===== src/rtl/mandel_sched.sv =====
// mandel_sched: walks an H_RES x V_RES coordinate grid, hands each pixel to the
// lowest-index free Mandelbrot engine and writes the returned iteration counts
// to the framebuffer together with the pixel's linear address.
module mandel_sched #(
    parameter int unsigned FP_WIDTH = 25,
    parameter int unsigned ITERW    = 8,
    parameter int unsigned NUM_ENG  = 4,
    parameter int unsigned H_RES    = 320,
    parameter int unsigned V_RES    = 180,
    parameter int unsigned ADDRW    = $clog2(H_RES * V_RES)
) (
    input  logic                     clk,
    input  logic                     rst_n,
    input  logic                     start,
    input  logic [FP_WIDTH-1:0]      re_start,
    input  logic [FP_WIDTH-1:0]      im_start,
    input  logic [FP_WIDTH-1:0]      step,
    output logic                     busy,
    output logic                     done,
    output logic [NUM_ENG-1:0]       eng_start,
    output logic [FP_WIDTH-1:0]      eng_re,
    output logic [FP_WIDTH-1:0]      eng_im,
    input  logic [NUM_ENG-1:0]       eng_done,
    input  logic [NUM_ENG*ITERW-1:0] eng_iter,
    output logic                     pix_we,
    output logic [ADDRW-1:0]         pix_addr,
    output logic [ITERW-1:0]         pix_iter
);

    localparam int unsigned        COLW      = (H_RES > 1) ? $clog2(H_RES) : 1;
    localparam logic [ADDRW-1:0]   LAST_ADDR = ADDRW'(H_RES * V_RES - 1);
    localparam logic [COLW-1:0]    LAST_COL  = COLW'(H_RES - 1);

    typedef enum logic [1:0] {StIdle, StRun, StDrain, StFin} state_e;

    state_e               state_q, state_d;
    logic [FP_WIDTH-1:0]  re0_q, step_q;
    logic [FP_WIDTH-1:0]  cur_re_q, cur_re_d, cur_im_q, cur_im_d;
    logic [COLW-1:0]      col_q, col_d;
    logic [ADDRW-1:0]     addr_q, addr_d;
    logic [NUM_ENG-1:0]   run_q, run_d, pend_q, pend_d;
    logic [ADDRW-1:0]     tag_q [NUM_ENG];

    logic                 in_idle, disp_go, wb_go, last_disp;
    logic [NUM_ENG-1:0]   free, disp_oh, wb_oh;
    logic [FP_WIDTH-1:0]  src_re, src_im, src_base, src_step;
    logic [COLW-1:0]      src_col;
    logic [ADDRW-1:0]     src_addr;

    logic                 busy_d, done_d, pix_we_d;
    logic [NUM_ENG-1:0]   eng_start_d;
    logic [FP_WIDTH-1:0]  eng_re_d, eng_im_d;
    logic [ADDRW-1:0]     pix_addr_d;
    logic [ITERW-1:0]     pix_iter_d;

    // Dispatch / write-back arbitration. The first pixel is dispatched in the IDLE
    // cycle straight from the start inputs so that eng_start follows start by one cycle.
    always_comb begin
        in_idle = (state_q == StIdle);
        free    = ~run_q & ~pend_q;
        disp_oh = '0;
        wb_oh   = '0;
        for (int k = NUM_ENG - 1; k >= 0; k--) begin
            if (free[k]) begin
                disp_oh    = '0;
                disp_oh[k] = 1'b1;
            end
            if (pend_q[k]) begin
                wb_oh    = '0;
                wb_oh[k] = 1'b1;
            end
        end
        disp_go   = ((in_idle && start) || (state_q == StRun)) && (free != '0);
        wb_go     = ((state_q == StRun) || (state_q == StDrain)) && (pend_q != '0);
        src_re    = in_idle ? re_start : cur_re_q;
        src_im    = in_idle ? im_start : cur_im_q;
        src_base  = in_idle ? re_start : re0_q;
        src_step  = in_idle ? step : step_q;
        src_col   = in_idle ? '0 : col_q;
        src_addr  = in_idle ? '0 : addr_q;
        last_disp = disp_go && (src_addr == LAST_ADDR);
    end

    // Coordinate walk and per-engine run/pend flags.
    always_comb begin
        cur_re_d = cur_re_q;
        cur_im_d = cur_im_q;
        col_d    = col_q;
        addr_d   = addr_q;
        if (disp_go) begin
            addr_d = src_addr + ADDRW'(1);
            if (src_col == LAST_COL) begin
                col_d    = '0;
                cur_re_d = src_base;
                cur_im_d = src_im - src_step;
            end else begin
                col_d    = src_col + COLW'(1);
                cur_re_d = src_re + src_step;
                cur_im_d = src_im;
            end
        end
        // eng_done only counts for a running engine; run is never set while idle.
        run_d  = (run_q & ~eng_done) | (disp_go ? disp_oh : '0);
        pend_d = (pend_q & ~(wb_go ? wb_oh : '0)) | (run_q & eng_done);
    end

    // FSM state register.
    always_ff @(posedge clk or negedge rst_n) begin
        if (!rst_n) begin
            state_q <= StIdle;
        end else begin
            state_q <= state_d;
        end
    end

    // FSM next-state logic.
    always_comb begin
        state_d = state_q;
        unique case (state_q)
            StIdle:  if (start) state_d = last_disp ? StDrain : StRun;
            StRun:   if (last_disp) state_d = StDrain;
            StDrain: if ((run_q == '0) && (pend_q == '0)) state_d = StFin;
            StFin:   state_d = StIdle;
            default: state_d = StIdle;
        endcase
    end

    // Next values of the registered outputs.
    always_comb begin
        busy_d      = (state_d != StIdle);
        done_d      = (state_d == StFin);
        eng_start_d = disp_go ? disp_oh : '0;
        eng_re_d    = disp_go ? src_re : eng_re;
        eng_im_d    = disp_go ? src_im : eng_im;
        pix_we_d    = wb_go;
        pix_addr_d  = pix_addr;
        pix_iter_d  = pix_iter;
        for (int k = 0; k < NUM_ENG; k++) begin
            if (wb_go && wb_oh[k]) begin
                pix_addr_d = tag_q[k];
                pix_iter_d = eng_iter[k*ITERW +: ITERW];
            end
        end
    end

    // Datapath, flags and output registers.
    always_ff @(posedge clk or negedge rst_n) begin
        if (!rst_n) begin
            re0_q     <= '0;
            step_q    <= '0;
            cur_re_q  <= '0;
            cur_im_q  <= '0;
            col_q     <= '0;
            addr_q    <= '0;
            run_q     <= '0;
            pend_q    <= '0;
            for (int k = 0; k < NUM_ENG; k++) tag_q[k] <= '0;
            busy      <= 1'b0;
            done      <= 1'b0;
            eng_start <= '0;
            eng_re    <= '0;
            eng_im    <= '0;
            pix_we    <= 1'b0;
            pix_addr  <= '0;
            pix_iter  <= '0;
        end else begin
            if (in_idle && start) begin
                re0_q  <= re_start;
                step_q <= step;
            end
            cur_re_q  <= cur_re_d;
            cur_im_q  <= cur_im_d;
            col_q     <= col_d;
            addr_q    <= addr_d;
            run_q     <= run_d;
            pend_q    <= pend_d;
            for (int k = 0; k < NUM_ENG; k++) begin
                if (disp_go && disp_oh[k]) tag_q[k] <= src_addr;
            end
            busy      <= busy_d;
            done      <= done_d;
            eng_start <= eng_start_d;
            eng_re    <= eng_re_d;
            eng_im    <= eng_im_d;
            pix_we    <= pix_we_d;
            pix_addr  <= pix_addr_d;
            pix_iter  <= pix_iter_d;
        end
    end

endmodule


===== config.mk =====
export PLATFORM = sky130hd
export DESIGN_NAME = mandel_sched
export DESIGN_NICKNAME = d
export VERILOG_FILES = /design/src/rtl/mandel_sched.sv
export SDC_FILE = /design/constraint.sdc
export NUM_CORES = 1
export LEC_CHECK = 0
export ABC_AREA = 1
export CAP_MARGIN = 30
export CORE_MARGIN = 2
export CORE_UTILIZATION = 40
export CTS_CLUSTER_DIAMETER = 50
export CTS_CLUSTER_SIZE = 30
export DETAILED_ROUTE_END_ITERATION = 10
export GPL_TIMING_DRIVEN = 0
export HOLD_SLACK_MARGIN = 0.03
export REMOVE_ABC_BUFFERS = 1
export SYNTH_ARGS = -nofsm -noshare
export SYNTH_HDL_FRONTEND = slang
export SYNTH_SLANG_ARGS = --single-unit

===== constraint.sdc =====
create_clock -name clk -period 4.43 [get_ports clk]
set_input_delay 0.886 -clock clk [delete_from_list [all_inputs] [get_ports clk]]
set_output_delay 0.886 -clock clk [all_outputs]
set_load 0.01 [all_outputs]

==> flow_metrics.py <==
metrics = {
    "run_status": {
        "status": "completed",
    },
    "placed_design": {
        "dp.cells": 2895,
        "dp_hpwl_mm": 34.4,
        "gp_congestion": 0.858,
        "numPortBuffers": 194,
    },
    "yosys": {
        "async_reset_ff_share_pct": 100,
        "ys_seq_area_share_pct": 42.8,
        "synth_edf_count": 0,
        "synthCells": 2248,
        "synth_area_sq_um": 16400,
        "synth_cell_types": 48,
        "syn_area_per_cell_sq_um": 7.28,
        "synth_warnings": 0,
        "synth_top_area_share_pct": 42.8,
        "yosysTopAreaCell": "dfrtp_1",
        "synth_seq_cells": 280,
        "yosys-top-cells-area": "dfrtp_1 (43%), nand2_1 (17%), o21ai_0 (6.7%)",
        "ys.flop_type": "dfrtp_1",
    },
    "timing": {
        "setup_violations": 0,
        "post-route-min-period_ps": 4070,
        "timing.fmax_mhz": 246,
        "fin_skew_ps": 27.4,
        "rsz0062_at_grt": "false",
        "holdWs_ps": 245,
        "finalMaxSlewViolations": 0,
        "hold_viol": 0,
        "min_period_over_period_pct": 91.9,
        "max_slew.worst_pin.slew_ps": 987,
        "slew_headroom_pct": 34.1,
    },
    "setup_path": {
        "cp.required_ps": 4870,
        "end_kind": "flip-flop",
        "critPathBufInv": 4,
        "crit_family": "simple AND/OR/NAND/NOR gates",
        "crit_chain": "inv_1 > ha_4 > inv_4 > o21ai_0 > ha_1 > inv_1 > fa_1 > nand3_1 > nand3_1 > inv_1 > nor2_1 > nor2_1 > o21ai_1 > nand2_1 > nand2_1 > nand2_1 > nand2_1 > nand2_1 > nand3_1 > nand2_1 > nand2_1",
        "arrival_ps": 4510,
        "crit_type": "reg -> reg",
        "rrSetupSlack_ps": 360,
        "startpoint_type": "flip-flop",
        "r2r-end": "cur_im_q[20]",
        "cpPeakStageDelay_ps": 470,
        "path_max_fanout": 44,
        "worst_r2r_path_depth": 21,
        "rr_startpoint": "state_q[0]",
        "cp_slowest_cell": "ha_4",
        "crit_top_cell": "nand2_1",
    },
    "global_route": {
        "grt_use_total_pct": 23.1,
        "grt_max_degree": 94,
        "antenna_found_initial": 1,
        "grt-ovfl-total": 0,
        "grt_pass1_wl_mm": 77.6,
        "grt_pass1_vias": 14800,
    },
    "detailed_routing": {
        "drtIter0Drc": 850,
        "vias": 15100,
        "wl_per_cell_um": 16.2,
        "drc_errors": 0,
        "postRouteAntennaNets": 0,
        "viasPerCell": 5.09,
        "drt_wl_total_mm": 48.0,
        "dr.pass1.iters": 5,
    },
    "die": {
        "die_h_um": 206,
        "ios": 195,
        "core-area_sq_um": 40600,
        "die_w_um": 206,
        "die_area_sq_um": 42500,
        "initial_core_util_pct": 40.3,
        "rows": 74,
    },
    "cells_and_area": {
        "multiInputGateArea_sq_um": 8000,
        "insertedDiodeCount": 0,
        "final_cells": 2967,
        "final_util_pct": 50.3,
        "seqCellArea_sq_um": 7010,
        "num-fill-cells": 3961,
        "layout-drive-gt1-share_pct": 7.23,
        "fin_nets": 2572,
        "area_growth_syn_to_layout_pct": 24.7,
    },
    "power": {
        "power_leakage_uw": 0.00979,
        "worst_ir_drop_vdd_mv": 0.342,
        "p_per_area_nw_per_um2": 946,
    },
    "clocking": {
        "cts_buffers": 39,
        "cts_sinks": 280,
        "clk_path_buf_depth": 3,
        "cts_tree": "done",
        "ctsHtreeMaxLevel": 2,
        "cts_root_buf": "clkbuf_16",
        "path_clk_slew_ps": 60,
        "cts_hold_buf": 0,
        "clk_latency_ps": 570,
    },
    "run": {
        "maxCapViolCount": 0,
    },
    "worst_hold_path": {
        "worstHoldPathType": "in -> async",
    },
}
final cells by class:
type                       count  area share (%)
clock buffer                  42            4.94
clock inverter                29            1.93
inverter                     249            4.66
multi-input combinational   1621            39.2
sequential                   280            34.4
tap                          532            3.26
timing repair buffer         214            11.6
state kept, by name, summed over array words and instances (netlist names), 2 cells and up:
signal,flops
eng_re,25
addr_q,16
pix_iter,8
col_q,9
re0_q,25
cur_im_q,25
cur_re_q,25
state_q,2
run_q,4
step_q,25
pix_addr,16
tag_q,64
eng_start,4
eng_im,25
pend_q,4
worst max-delay path by stage:
stage | to | startpoint | cells past startpoint | slack [ps]
6_report | cur_im_q[20] | state_q[0] | 21 | 360
5_1_grt | cur_re_q[6] | state_q[0] | 11 | 10
4_1_cts | cur_re_q[8] | state_q[0] | 11 | 30
3_5_place_dp | cur_re_q[6] | start | 10 | -1190
3_3_place_gp | eng_re[22] | rst_n | 1 | -10290
2_1_floorplan | tag_q[32] | state_q[0] | 9 | -3820
routing by layer:
metal,share of wire (%),global-route usage [%]
met5,0.027,0
met4,2.3,6.86
met3,4.3,3.12
met2,49,39.6
met1,45,30.4
synthesized netlist by cell type (9+ instances only):
cell type	n
nor2_1	141
or2_2	18
nor3_1	11
clkbuf_1	59
o21ai_1	22
inv_1	237
ha_1	51
xor2_1	25
inv_2	11
nand4_1	19
dfrtp_1	280
o211ai_1	32
a21oi_1	141
nand2_1	744
nand2_2	23
a31oi_1	16
o21ai_0	220
nand3_1	88
xnor2_1	9
buf_2	24
cells in the final DEF (no fill, tap or decap), types with 39 or more instances in the layout:
| master | n |
|---|---|
| a21oi_1 | 141 |
| clkbuf_16 | 39 |
| clkdlybuf4s50_1 | 193 |
| dfrtp_1 | 280 |
| ha_1 | 50 |
| inv_1 | 237 |
| nand2_1 | 743 |
| nand3_1 | 88 |
| nor2_1 | 139 |
| o21ai_0 | 218 |
repair_timing:
item,in CTS,in global routing
endpoints found under the setup margin,99,54
pin swaps,1,0
gates resized for setup,3,5
endpoints found under the hold margin,0,0
buffers inserted,1,0
per-stage QoR:
| stage | setup TNS (ps) | power (uW) | area (sq um) | setup slack [ps] |
|---|---|---|---|---|
| after detailed placement | -55700 | 15900 | 19000 | -1190 |
| after global routing | 0 | 21200 | 20400 | 9.50 |
| after CTS | 0 | 19400 | 20400 | 32.4 |
| after floorplan | -489030 | 12000 | 15900 | -3820 |
| after global placement | -4471270 | 15600 | 18500 | -10290 |
| final | 0 | 19300 | 20400 | 359 |
logic make-up (layout without fill, tap and decap cells):
logic type      after synthesis  count (layout)  synth area share, %
simple gates               1076            1076                 27.6
flops                       280             280                 42.8
mux                           1               1               0.0612
fa+ha+maj                    53              53                 4.15
buf+inv                     347             534                 8.55
compound gates              457             457                 15.0
xor+xnor                     34              34                 1.82
power breakdown:
part           internal [uW]  total (uW)  leakage [uW]  switching (uW)
combinational           4200       11800       0.00559            7600
clock                   2000        3340      0.000667            1340
sequential              3630        4150       0.00353             519
total                   9840       19300       0.00979            9450
No activity file was read; power rests on OpenSTA's default activity.
